===== config.mk =====
export PLATFORM = sky130hd
export DESIGN_NAME = rom_arbiter_flat
export DESIGN_NICKNAME = d
export VERILOG_FILES = /design/src/rtl/rom_arbiter_pkg.sv /design/src/rtl/rom_arbiter_if.sv /design/src/rtl/rom_load_align.sv /design/src/rtl/rom_arbiter.sv /design/src/flat_wrapper.sv
export SDC_FILE = /design/constraint.sdc
export NUM_CORES = 1
export LEC_CHECK = 0
export ABC_AREA = 1
export CORE_MARGIN = 2
export CORE_UTILIZATION = 47
export DETAILED_ROUTE_END_ITERATION = 10
export GPL_TIMING_DRIVEN = 0
export PLACE_DENSITY = 0.86
export SLEW_MARGIN = 20
export SYNTH_ARGS = -nofsm -noshare
export SYNTH_HDL_FRONTEND = slang
export SYNTH_SLANG_ARGS = --single-unit

===== constraint.sdc =====
create_clock -name clk -period 2.9 [get_ports clk]
set_input_delay 0.725 -clock clk [delete_from_list [all_inputs] [get_ports clk]]
set_output_delay 0.725 -clock clk [all_outputs]
set_load 0.01 [all_outputs]

===== src/rtl/rom_arbiter_pkg.sv =====
// Shared encodings for the ROM arbiter slice: load sizes, FSM states and
// the core-wide constants that other blocks also pull from here.
package rom_arbiter_pkg;

    // Core-wide constants
    localparam int          MEM_ADDR_BUS = 32;
    localparam logic [31:0] INST_NOP     = 32'h0000_0013;

    // LS access size encodings (3 is illegal)
    localparam logic [1:0] LS_BYTE = 2'd0;
    localparam logic [1:0] LS_HALF = 2'd1;
    localparam logic [1:0] LS_WORD = 2'd2;

    // Arbiter FSM: idle, or holding a response for one of the two ports
    typedef enum logic [1:0] {
        IDLE   = 2'd0,
        RSP_IF = 2'd1,
        RSP_LS = 2'd2
    } arb_state_e;

endpackage


===== src/rtl/rom_arbiter_if.sv =====
// Request/response bundle between the core's IF/LS stages and the arbiter.
// The core side is the master, the arbiter is the slave.
interface rom_arbiter_if #(
    parameter int ADDR_W = rom_arbiter_pkg::MEM_ADDR_BUS
);
    // Instruction fetch port
    logic              if_req_i;
    logic [ADDR_W-1:0] if_addr_i;
    logic              if_gnt_o;
    logic              if_rvalid_o;
    logic [31:0]       if_rdata_o;
    logic              if_rready_i;

    // Load/store read-only port
    logic              ls_req_i;
    logic [ADDR_W-1:0] ls_addr_i;
    logic [1:0]        ls_size_i;
    logic              ls_unsigned_i;
    logic              ls_gnt_o;
    logic              ls_rvalid_o;
    logic [31:0]       ls_rdata_o;
    logic              ls_err_o;
    logic              ls_rready_i;

    modport master (
        output if_req_i, if_addr_i, if_rready_i,
        output ls_req_i, ls_addr_i, ls_size_i, ls_unsigned_i, ls_rready_i,
        input  if_gnt_o, if_rvalid_o, if_rdata_o,
        input  ls_gnt_o, ls_rvalid_o, ls_rdata_o, ls_err_o
    );

    modport slave (
        input  if_req_i, if_addr_i, if_rready_i,
        input  ls_req_i, ls_addr_i, ls_size_i, ls_unsigned_i, ls_rready_i,
        output if_gnt_o, if_rvalid_o, if_rdata_o,
        output ls_gnt_o, ls_rvalid_o, ls_rdata_o, ls_err_o
    );

endinterface


===== src/rtl/rom_load_align.sv =====
// Combinational lane select and sign/zero extension for LS loads out of a
// big-endian ROM word (byte offset 0 lives in [31:24]), plus the
// misalignment / illegal-size check. Erroring loads return zero data.
module rom_load_align
    import rom_arbiter_pkg::*;
(
    input  logic [31:0] rom_data_i,
    input  logic [1:0]  off,
    input  logic [1:0]  size,
    input  logic        uns,
    output logic [31:0] data,
    output logic        err
);

    logic [7:0]  lane_b;
    logic [15:0] lane_h;

    // Pick the addressed byte/half, then extend or flag the access
    always_comb begin
        lane_b = 8'd0;
        unique case (off)
            2'd0: lane_b = rom_data_i[31:24];
            2'd1: lane_b = rom_data_i[23:16];
            2'd2: lane_b = rom_data_i[15:8];
            2'd3: lane_b = rom_data_i[7:0];
        endcase
        lane_h = off[1] ? rom_data_i[15:0] : rom_data_i[31:16];

        data = 32'd0;
        err  = 1'b0;
        case (size)
            LS_BYTE: data = uns ? {24'd0, lane_b} : {{24{lane_b[7]}}, lane_b};
            LS_HALF: begin
                if (off[0]) err  = 1'b1;
                else        data = uns ? {16'd0, lane_h} : {{16{lane_h[15]}}, lane_h};
            end
            LS_WORD: begin
                if (off != 2'd0) err  = 1'b1;
                else             data = rom_data_i;
            end
            default: err = 1'b1;
        endcase
    end

endmodule


===== src/rtl/rom_arbiter.sv =====
// Shares the single-port instruction ROM between instruction fetch and
// read-only LS loads. LS normally wins; after STARVE_N LS grants with IF
// waiting, IF is forced through. Each grant yields exactly one registered
// response one cycle later, held until the owning port takes it.
module rom_arbiter
    import rom_arbiter_pkg::*;
#(
    parameter int ADDR_W   = MEM_ADDR_BUS,
    parameter int STARVE_N = 2
) (
    input  logic              clk,
    input  logic              rst,
    rom_arbiter_if.slave      bus,
    output logic [ADDR_W-1:0] rom_addr_o,
    input  logic [31:0]       rom_data_i
);

    // Sized so the counter can always reach STARVE_N, even for STARVE_N = 0
    localparam int                CNT_W      = $clog2(STARVE_N + 2);
    localparam logic [CNT_W-1:0]  STARVE_MAX = CNT_W'(STARVE_N);
    localparam logic [ADDR_W-1:0] WORD_MASK  = ~ADDR_W'(3);

    arb_state_e        state;
    logic [CNT_W-1:0]  starve_cnt;
    logic [ADDR_W-1:0] addr_q;
    logic              if_rvalid_q, ls_rvalid_q, ls_err_q;
    logic [31:0]       if_rdata_q, ls_rdata_q;

    logic              eligible, if_win, ls_win;
    logic [31:0]       ld_data;
    logic              ld_err;

    // Grant only when the response slot is free or being freed this cycle
    always_comb begin
        eligible = (state == IDLE)
                 | ((state == RSP_IF) & bus.if_rready_i)
                 | ((state == RSP_LS) & bus.ls_rready_i);
        ls_win   = eligible & bus.ls_req_i
                 & ~(bus.if_req_i & (starve_cnt == STARVE_MAX));
        if_win   = eligible & bus.if_req_i & ~ls_win;
    end

    // ROM address follows the winner in the grant cycle, otherwise holds
    always_comb begin
        rom_addr_o = addr_q;
        if (ls_win)      rom_addr_o = bus.ls_addr_i & WORD_MASK;
        else if (if_win) rom_addr_o = bus.if_addr_i & WORD_MASK;
    end

    rom_load_align u_align (
        .rom_data_i (rom_data_i),
        .off        (bus.ls_addr_i[1:0]),
        .size       (bus.ls_size_i),
        .uns        (bus.ls_unsigned_i),
        .data       (ld_data),
        .err        (ld_err)
    );

    // FSM, response registers, held ROM address and starvation counter
    always_ff @(posedge clk) begin
        if (rst) begin
            state       <= IDLE;
            starve_cnt  <= '0;
            addr_q      <= '0;
            if_rvalid_q <= 1'b0;
            ls_rvalid_q <= 1'b0;
            ls_err_q    <= 1'b0;
            if_rdata_q  <= 32'd0;
            ls_rdata_q  <= 32'd0;
        end else begin
            if (if_win)
                starve_cnt <= '0;
            else if (ls_win && bus.if_req_i && starve_cnt != STARVE_MAX)
                starve_cnt <= starve_cnt + CNT_W'(1);

            if (ls_win || if_win)
                addr_q <= rom_addr_o;

            // Outside an eligible cycle the current response is still pending
            if (eligible) begin
                if (ls_win) begin
                    state       <= RSP_LS;
                    ls_rvalid_q <= 1'b1;
                    if_rvalid_q <= 1'b0;
                    ls_rdata_q  <= ld_data;
                    ls_err_q    <= ld_err;
                end else if (if_win) begin
                    state       <= RSP_IF;
                    if_rvalid_q <= 1'b1;
                    ls_rvalid_q <= 1'b0;
                    if_rdata_q  <= rom_data_i;
                end else begin
                    state       <= IDLE;
                    if_rvalid_q <= 1'b0;
                    ls_rvalid_q <= 1'b0;
                end
            end
        end
    end

    assign bus.if_gnt_o    = if_win;
    assign bus.ls_gnt_o    = ls_win;
    assign bus.if_rvalid_o = if_rvalid_q;
    assign bus.if_rdata_o  = if_rdata_q;
    assign bus.ls_rvalid_o = ls_rvalid_q;
    assign bus.ls_rdata_o  = ls_rdata_q;
    assign bus.ls_err_o    = ls_err_q;

endmodule

===== src/flat_wrapper.sv =====
// flat-port wrapper written by rule: the top's interface ports become plain ports
module rom_arbiter_flat import rom_arbiter_pkg::*;
#(
    parameter int ADDR_W   = MEM_ADDR_BUS,
    parameter int STARVE_N = 2
)
  (clk, rst, rom_addr_o, rom_data_i, bus_if_req_i, bus_if_addr_i, bus_if_rready_i, bus_ls_req_i, bus_ls_addr_i, bus_ls_size_i, bus_ls_unsigned_i, bus_ls_rready_i, bus_if_gnt_o, bus_if_rvalid_o, bus_if_rdata_o, bus_ls_gnt_o, bus_ls_rvalid_o, bus_ls_rdata_o, bus_ls_err_o);
  rom_arbiter_if #(.ADDR_W(ADDR_W)) bus_i ();
  input  logic clk;
  input  logic rst;
  output logic [ADDR_W-1:0] rom_addr_o;
  input  logic [31:0] rom_data_i;
  input wire logic [$bits(bus_i.if_req_i)-1:0] bus_if_req_i;
  input wire logic [$bits(bus_i.if_addr_i)-1:0] bus_if_addr_i;
  input wire logic [$bits(bus_i.if_rready_i)-1:0] bus_if_rready_i;
  input wire logic [$bits(bus_i.ls_req_i)-1:0] bus_ls_req_i;
  input wire logic [$bits(bus_i.ls_addr_i)-1:0] bus_ls_addr_i;
  input wire logic [$bits(bus_i.ls_size_i)-1:0] bus_ls_size_i;
  input wire logic [$bits(bus_i.ls_unsigned_i)-1:0] bus_ls_unsigned_i;
  input wire logic [$bits(bus_i.ls_rready_i)-1:0] bus_ls_rready_i;
  output wire logic [$bits(bus_i.if_gnt_o)-1:0] bus_if_gnt_o;
  output wire logic [$bits(bus_i.if_rvalid_o)-1:0] bus_if_rvalid_o;
  output wire logic [$bits(bus_i.if_rdata_o)-1:0] bus_if_rdata_o;
  output wire logic [$bits(bus_i.ls_gnt_o)-1:0] bus_ls_gnt_o;
  output wire logic [$bits(bus_i.ls_rvalid_o)-1:0] bus_ls_rvalid_o;
  output wire logic [$bits(bus_i.ls_rdata_o)-1:0] bus_ls_rdata_o;
  output wire logic [$bits(bus_i.ls_err_o)-1:0] bus_ls_err_o;
  assign bus_i.if_req_i = bus_if_req_i;
  assign bus_i.if_addr_i = bus_if_addr_i;
  assign bus_i.if_rready_i = bus_if_rready_i;
  assign bus_i.ls_req_i = bus_ls_req_i;
  assign bus_i.ls_addr_i = bus_ls_addr_i;
  assign bus_i.ls_size_i = bus_ls_size_i;
  assign bus_i.ls_unsigned_i = bus_ls_unsigned_i;
  assign bus_i.ls_rready_i = bus_ls_rready_i;
  assign bus_if_gnt_o = bus_i.if_gnt_o;
  assign bus_if_rvalid_o = bus_i.if_rvalid_o;
  assign bus_if_rdata_o = bus_i.if_rdata_o;
  assign bus_ls_gnt_o = bus_i.ls_gnt_o;
  assign bus_ls_rvalid_o = bus_i.ls_rvalid_o;
  assign bus_ls_rdata_o = bus_i.ls_rdata_o;
  assign bus_ls_err_o = bus_i.ls_err_o;
  rom_arbiter #(.ADDR_W(ADDR_W), .STARVE_N(STARVE_N)) u_core (.clk(clk), .rst(rst), .bus(bus_i), .rom_addr_o(rom_addr_o), .rom_data_i(rom_data_i));
endmodule

Word level (Yosys, flattened, before mapping)
Index checks and enable logic that the tools add are counted.

word-level totals
  input port bits = 105
  output and inout port bits = 101
  flip-flop bits (word level) = 103
  logic and storage cells = 56

cells by class
  equality and inequality tests = 9
  reduce and logical (&&, ||, !) cells = 10
  muxes and demuxes = 17
  $add $sub $neg = 1
  bitwise gates (word level) = 11

operators with widths
  kind                   number
  $mux W32               6
  $pmux W32 S3           1
  $pmux W8 S4            1
  $mux W16               1
  $eq A2 B2 Y1 const B   5
  $and A1 B1 Y1          7
  $eq A2 B1 Y1 const B   3
  $logic_not A2 Y1       3
  $mux W1                6
  $pmux W1 S3            1
  $reduce_and A3 Y1      1
  $add A2 B1 Y2 const B  1
  $logic_and A1 B1 Y1    2
  $mux W2                1
  $ne A2 B2 Y1 const B   1
  $not A1 Y1             2
  $or A1 B1 Y1           2
  $reduce_and A2 Y1      1
  $reduce_bool A2 Y1     1
  $reduce_or A2 Y1       1
  $logic_or A1 B1 Y1     1

Depth between registers and ports, before layout
Gate-level depths: netlist of the first run.

  word-level depth = 10
  gate-level depth with buffers = 12
  depth with buffers taken out = 11

Cells and area by module
From an unflattened synthesis of the first run, not the netlist that was laid out.

unflattened totals
  cells, all modules = 826
  area, all modules = 5421.4 um^2

by module, submodules not included
  module          sequential area each (um^2)  cells an instance  times used  area each (um^2)
  rom_arbiter     2021.9                       562                1           4252.8
  rom_load_align  0.0                          264                1           1168.6

Least setup slack after synthesis of the first run
Ideal clock, no wire load.

  path kind = in2out
  from = in bus_if_rready_i
  to = out rom_addr_o[2]
  stages on the path = 8
  data required time = 2.175 ns
  arrival time = 1.530 ns
  setup slack = 0.645 ns
  buffers on the path = 2
  cells stage by stage = nand2_1 -> nand2_1 -> nand4_1 -> buf_4 -> inv_4 -> buf_6 -> nand2_1 -> nand3_1

between the ends
  longest elaborated chain between the ends = 9
  elaborated cells on any way between the ends = 10
  classes of those cells = mux: 2; bitwise: 8

ends and longest elaborated chain
  item               RTL line            source
  from (decl)        flat_wrapper.sv:15  input wire logic [$bits(bus_i.if_rready_i)-1:0] bus_if_rready_i;
  $and A1 B1 Y1 (*)  rom_arbiter.sv:36   | ((state == RSP_IF) & bus.if_rready_i)
  $or A1 B1 Y1 (*)   rom_arbiter.sv:36
  $or A1 B1 Y1 (*)   rom_arbiter.sv:37   | ((state == RSP_LS) & bus.ls_rready_i);
  $and A1 B1 Y1      rom_arbiter.sv:38   ls_win = eligible & bus.ls_req_i
  $and A1 B1 Y1      rom_arbiter.sv:39   & ~(bus.if_req_i & (starve_cnt == STARVE_MAX));
  $not A1 Y1         rom_arbiter.sv:40   if_win = eligible & bus.if_req_i & ~ls_win;
  $and A1 B1 Y1      rom_arbiter.sv:40
  $mux W32           rom_arbiter.sv:47   else if (if_win) rom_addr_o = bus.if_addr_i & WORD_MASK;
  $mux W32 (*)       rom_arbiter.sv:46   if (ls_win) rom_addr_o = bus.ls_addr_i & WORD_MASK;
  to (decl)          flat_wrapper.sv:11  output logic [ADDR_W-1:0] rom_addr_o;

Mark *: on every way between the ends. The rest lies on a longest branch, timed or not.

Worst setup path in the final report of the first run
  from = in bus_if_rready_i
  to = out rom_addr_o[28]

Same word-level chain as after synthesis.

==> impl_metrics.tcl, run 1 <==
set metrics [dict create \
    outcome "complete, no violations" \
    synthCells 812 \
    path_clk_slew_ns 0.09 \
    cts.sinks 101 \
    synth_edf_count 0 \
    cpPeakStageDelay_ns 0.31 \
    die_area_um2 11800 \
    gp_congestion 0.965 \
    portBuffers 201 \
    cp-start-kind "input pin" \
    drt_iter0_markers 378 \
    path_class "input pin to output pin" \
    maxCapViolCount 0 \
    postSynth.asyncResetShare 0 \
    fill_cells 907 \
    cts-root-buf "clkbuf_8" \
    ys_ff_latch 101 \
    cp_cell_sequence "dlygate4sd2_1 > nand2_1 > nand2_2 > nand4_1 > buf_4 > nand2_4 > inv_8 > buf_4 > nand2_1 > nand3_1 > dlygate4sd2_1" \
    vdd_ir_drop_max_v 0.000289 \
    area_growth_pct 51.1 \
    grt_pass1_vias 5413 \
    drt-total-wl_mm 17.1 \
    ios 206 \
    tightestPinTransition_ns 0.500 \
    skew_ns 0.00860 \
    holdBufCountCts 0 \
    nets 1147 \
    die_w_um 109 \
    cts_buffers 9 \
    ys_warn_count 0 \
    clock_path_buffers 2 \
    tns_ns 0 \
    synth_nets 918 \
    detailed_place.area_um2 7330 \
    max-slew-margin-rel 0.667 \
    seq_area_frac_synth 0.393 \
    dp_hpwl_mm 12.9 \
    synth-main-ff-cell "dfxtp_1" \
    drc 0 \
    required_ns 2.17 \
    setup_viol 0 \
    cpMaxStageDelayCell "dlygate4sd2_1" \
    synth_area_leader_cell "dfxtp_1" \
    power_density_nw_per_um2 457 \
    grt_antenna_before_repair 0 \
    rows 38 \
    layout-drive-gt1-share 0.112 \
    routed_via_density 5.00 \
    clock_latency_ns 0.36 \
    arrival_ns 2.09 \
    syn_avg_cell_area_um2 6.34 \
    synth.distinct_cells 27 \
    critPathBufInv 5 \
    yosys.area.top_type_share 0.393 \
    syn-cell-area_um2 5150 \
    grt_overflow 0 \
    initial_core_util 0.479 \
    core_um2 10700 \
    rsz0062_at_grt "false" \
    grt_use_total 0.282 \
    finalCritPeriodShare 0.972 \
    end_kind "output pin" \
    hold_path.class "flop to flop" \
    fmax_ghz 0.355 \
    netlist_top_cells_area "dfxtp_1 (39%), nand2_1 (24%), nand3_1 (7.5%)" \
    cp_top_family "buffers and inverters" \
    vias 5923 \
    die_h_um 109 \
    power.leakage_uw 0.00380 \
    diodes 0 \
    drtAntennaViolNets 0 \
    cts_tree "yes" \
    grt_max_degree 18 \
    route.detailed.wl_per_inst_um 14.4 \
    drv_slew 0 \
    design_area_um2 7780 \
    fin_crit_ns 2.82 \
    cts_max_level 3 \
    grt_pass1_wl_mm 26.0 \
    hold_violations 0 \
    dr.pass1.iters 5 \
    crit_fanout 8 \
]
layout by cell type (no fill, tap or decap), types with 8 or more instances in the layout:
cell type	count
a21oi_1	37
buf_2	17
buf_4	25
buf_6	18
clkbuf_1	10
clkbuf_8	9
clkdlybuf4s50_1	163
dfxtp_1	101
dlygate4sd2_1	18
inv_1	81
nand2_1	321
nand2_2	8
nand3_1	65
nand3_2	12
nor2_1	71
o21ai_0	43
synth_stat cells, types with 2 or more instances:
library cell and count:
buf_4 10, buf_6 10, buf_1 3, inv_1 81
dfxtp_1 101, nand2_2 4, buf_2 15, inv_4 3
clkbuf_1 10, o21ai_0 43, nor3_1 2, nand2_1 326
inv_2 4, a21oi_1 37, nand4_1 4, nor2_1 71
nor2_8 2, nand3_1 77
power breakdown:
part | switching, µW | internal (µW) | total, µW | leakage [µW]
Sequential | 40.6 | 1490 | 1530 | 0.000829
Combinational | 526 | 506 | 1030 | 0.00286
Clock | 507 | 491 | 998 | 0.000107
per-stage QoR:
step	setup WS, ns	total power, µW	hold WS, ns	utilization	instances
floorplan	0.645	2030	0.425	-	812
global placement	-0.605	2530	0.431	0.682	1153
detailed placement	-0.625	2540	0.436	0.682	1153
CTS	0.0640	3570	0.451	0.723	1185
global route	0.000453	3740	0.470	0.724	1185
finish	0.0800	3560	0.452	0.724	1185
timing repair:
item | CTS | global route
buffers inserted | 16 | 0
resized for setup | 115 | 9
gates cloned | 1 | 0
pin swaps | 3 | 0
setup endpoints to repair | 34 | 8
sequential cells by signal (all words and copies together), names as in the netlist:
signal,cells
u_core.addr_q,32
u_core.bus.if_rdata_o,32
u_core.bus.ls_err_o,1
u_core.bus.ls_rdata_o,32
u_core.starve_cnt,2
u_core.state,2
cell type report:
class	instances	area, µm²	share of cell area
Clock buffer	9	124	0.0159
Inverter	89	352	0.0452
Sequential cell	101	2020	0.260
Buffer	48	342	0.0439
Multi-Input combinational cell	574	2550	0.328
Timing Repair Buffer	218	2120	0.273
Tap cell	140	175	0.0225
Clock inverter	6	93.8	0.0121
logic make-up (layout without fill, tap and decap cells):
| group | after synthesis | after routing | synth area share |
|---|---|---|---|
| AND/OR/NAND/NOR | 490 | 490 | 0.395 |
| buffers and inverters | 137 | 370 | 0.127 |
| flip-flops | 101 | 101 | 0.393 |
| AO/OA/AOI/OAI | 82 | 82 | 0.0812 |
| adder cells (fa/ha/maj) | 1 | 1 | 0.00243 |
| XOR/XNOR | 1 | 1 | 0.00170 |
final timing paths:
path,startpoint,endpoint,slack [ns],cells past startpoint
min,u_core.addr_q[0]$_SDFFE_PP0P_,u_core.addr_q[0]$_SDFFE_PP0P_,0.45,2
max reg2reg,u_core.starve_cnt[0]$_SDFFE_PP0P_,u_core.bus.if_rdata_o[30]$_SDFFE_PP0P_,1.06,10
min reg2reg,u_core.addr_q[0]$_SDFFE_PP0P_,u_core.addr_q[0]$_SDFFE_PP0P_,0.45,2
max,bus_if_rready_i,rom_addr_o[28],0.08,11
layer usage:
metal | vias up | share of wire | GRT usage
li1 | 2969 | - | -
met5 | - | 0 | 0
met1 | 2680 | 0.41 | 0.335
met4 | 0 | 0.027 | 0.101
met3 | 33 | 0.092 | 0.0723
met2 | 241 | 0.47 | 0.492
worst reg2reg max path: stages (launching register included):
cell	delay, ns
dfxtp_1	0.32
inv_1	0.07
ha_1	0.20
nand2_1	0.06
nand4_1	0.12
buf_4	0.17
nand2_4	0.09
buf_4	0.18
clkbuf_1	0.33
o21ai_0	0.15
nor2_1	0.10
Power figures use the tool's default switching activity.
==> run 2, diff against run 1 <==
--- a/config.mk
+++ b/config.mk
@@ -5,9 +5,8 @@
 export SDC_FILE = /design/constraint.sdc
 export NUM_CORES = 1
 export LEC_CHECK = 0
-export ABC_AREA = 1
 export CORE_MARGIN = 2
-export CORE_UTILIZATION = 47
+export CORE_UTILIZATION = 45
 export DETAILED_ROUTE_END_ITERATION = 10
 export GPL_TIMING_DRIVEN = 0
 export PLACE_DENSITY = 0.86
==> run 2 against run 1 <==
  * Total power decreased by 10%
  * Critical path type is now flop to output pin
  * Combinational power shrank 20%
  * Area after synthesis shrank 13%
  * Largest cell class unchanged
  * Worst hold slack better by 0.011 ns
  * Critical endpoint unchanged
  * Cell count is 30% lower
==> impl_metrics.tcl, run 2 <==
set metrics [dict create \
    clock_path_buffers 2 \
    multiInputGateArea_um2 2340 \
    crit_fanout 10 \
    drtAntennaViolNets 0 \
    outcome "complete, no violations" \
    grt_max_degree 20 \
    seq_power_share 0.471 \
    required_ns 2.17 \
    gp_congestion 0.942 \
    ios 206 \
    rows 36 \
    synth_nets 585 \
    hold_violations 0 \
    synth.distinct_cells 52 \
    p_int_uw 2220 \
    vdd_ir_drop_max_v 0.000260 \
    grt_overflow 0 \
    ys_top_cells_by_count "dfxtp_1 (101), nand2_1 (81), o2bb2ai_1 (38)" \
    layout-drive-gt1-share 0.140 \
    max-slew-margin-rel 0.556 \
    p_sw_frac 0.307 \
    die_w_um 104 \
    final_cell_mix "clkdlybuf4s50_1 (164), dfxtp_1 (99), nand2_1 (81), a21oi_1 (35), nor2b_1 (32)" \
    cp-start-kind "flop" \
    power.leakage_uw 0.00263 \
    path_class "flop to output pin" \
    path_clk_slew_ns 0.10 \
    grt_pass1_wl_mm 24.6 \
    final_cells 835 \
    synth-main-ff-cell "dfxtp_1" \
    grt_use_total 0.284 \
    vias 4802 \
    die_h_um 104 \
    fin_crit_ns 2.85 \
    syn_avg_cell_area_um2 9.33 \
    cts-root-buf "clkbuf_8" \
    drt-total-wl_mm 16.0 \
    register_area_um2 2020 \
    end_kind "output pin" \
    drt_iter0_markers 218 \
    rsz0062_at_grt "true" \
    holdBufCountCts 0 \
    area_growth_pct 58.3 \
    fmax_ghz 0.351 \
    fill_cells 723 \
    routed_via_density 5.75 \
    cts_buffers 9 \
    portBuffers 200 \
    setup_viol 0 \
    cpPeakStageDelay_ns 0.35 \
    dp_slack_ns -0.830 \
    synth_most_common_cell "dfxtp_1" \
    syn-cell-area_um2 4470 \
    clock_latency_ns 0.37 \
    fin_ws_ns 0.0478 \
    arrival_ns 2.13 \
    grt_pass1_vias 4695 \
    drv_slew 0 \
    yosys.area.top_type_share 0.452 \
    seq_area_frac_synth 0.452 \
    cts.sinks 101 \
    postSynth.asyncResetShare 0 \
    initial_core_util 0.459 \
    synthCells 479 \
    cts_tree "yes" \
    finalCritPeriodShare 0.984 \
    power_density_nw_per_um2 453 \
    synth_area_leader_cell "dfxtp_1" \
    drc 0 \
    final_core_util 0.727 \
    cp_cell_sequence "inv_1 > ha_2 > nand2b_1 > buf_4 > clkbuf_8 > a32oi_1 > o2bb2ai_2 > clkdlybuf4s15_1" \
    placed_cells 812 \
    tns_ns 0 \
    core_um2 9730 \
    mostFrequentLayoutCell "clkdlybuf4s50_1" \
    nets 803 \
    die_area_um2 10700 \
    hold_path.class "flop to flop" \
    netlist_top_cells_area "dfxtp_1 (45%), o2bb2ai_1 (7.4%), nand2_1 (6.8%)" \
    skew_ns 0.0119 \
    dr.pass1.iters 5 \
    route.detailed.wl_per_inst_um 19.2 \
    grt_antenna_before_repair 0 \
    diodes 0 \
    ys_ff_latch 101 \
    p_switching_uw 982 \
    ys_warn_count 0 \
    clkPwrFrac 0.273 \
    maxCapViolCount 0 \
    synth_edf_count 0 \
    dp_hpwl_mm 12.0 \
    tightestPinTransition_ns 0.660 \
    cts_max_level 3 \
    cpMaxStageDelayCell "dfxtp_2" \
    power_frac_comb 0.256 \
]
[run 2: kinds of logic after synthesis]
family,count (synthesis),share of synthesized area
AND/OR/NAND/NOR,147,0.166
flip-flops,101,0.452
buffers and inverters,50,0.0549
AO/OA/AOI/OAI,169,0.296
XOR/XNOR,1,0.00196
adder cells (fa/ha/maj),1,0.00280
multiplexers,10,0.0252
[run 2: final cells by class]
type / instances / share of cell area
well taps: 133 / 0.0235
clock inverters: 7 / 0.00920
repair buffers: 208 / 0.286
multi-input cells: 328 / 0.331
inverters: 6 / 0.00354
clock buffers: 9 / 0.0175
flip-flops and latches: 101 / 0.286
plain buffers: 43 / 0.0430
[run 2: per-layer routing]
metal | global-route usage | up-vias | wire length, µm
met2 | 0.485 | 286 | 7680
met3 | 0.0673 | 43 | 1490
met1 | 0.342 | 2242 | 6340
li1 | - | 2231 | -
met5 | 0 | - | 0
met4 | 0.123 | 0 | 513
[run 2: critical path, delay by kind of cell, from the launching register on]
kind / cells / cell delay (ns)
adder cells (fa/ha/maj): 1 / 0.21
AO/OA/AOI/OAI: 2 / 0.42
flip-flops: 1 / 0.35
buffers and inverters: 4 / 0.64
AND/OR/NAND/NOR: 1 / 0.14
[run 2: final timing paths]
check,startpoint,end,slack (ns),cells after the start
setup / recovery,u_core.starve_cnt[0]$_SDFFE_PP0P_,rom_addr_o[28],0.05,8
setup reg to reg,u_core.starve_cnt[0]$_SDFFE_PP0P_,u_core.bus.ls_rdata_o[7]$_SDFFE_PP0P_,0.81,9
hold reg to reg,u_core.bus.if_rdata_o[10]$_SDFFE_PP0P_,u_core.bus.if_rdata_o[10]$_SDFFE_PP0P_,0.46,2
hold / removal,u_core.bus.if_rdata_o[10]$_SDFFE_PP0P_,u_core.bus.if_rdata_o[10]$_SDFFE_PP0P_,0.46,2
[run 2: power by group through the flow]
stage,clock [µW],combinational [µW],sequential [µW]
floorplan,0,325,1540
global placement,0,768,1530
detailed placement,0,783,1530
CTS,884,798,1500
global route,937,872,1510
finish,875,820,1510
[run 2: what timing repair did]
item                       in CTS  in global routing
gates resized for setup        84                 43
pin swaps                       1                 16
setup endpoints to repair      34                 30
hold endpoints to repair        0                  0
setup buffers                   7                  1
gates cloned                    0                  0
[run 2: metrics by stage]
stage | total power, µW | hold WS, ns | area (µm²)
3_5_place_dp | 2320 | 0.451 | 6640
3_3_place_gp | 2300 | 0.444 | 6640
5_1_grt | 3320 | 0.482 | 7070
6_report | 3200 | 0.463 | 7070
2_1_floorplan | 1870 | 0.465 | 4470
4_1_cts | 3190 | 0.465 | 7030
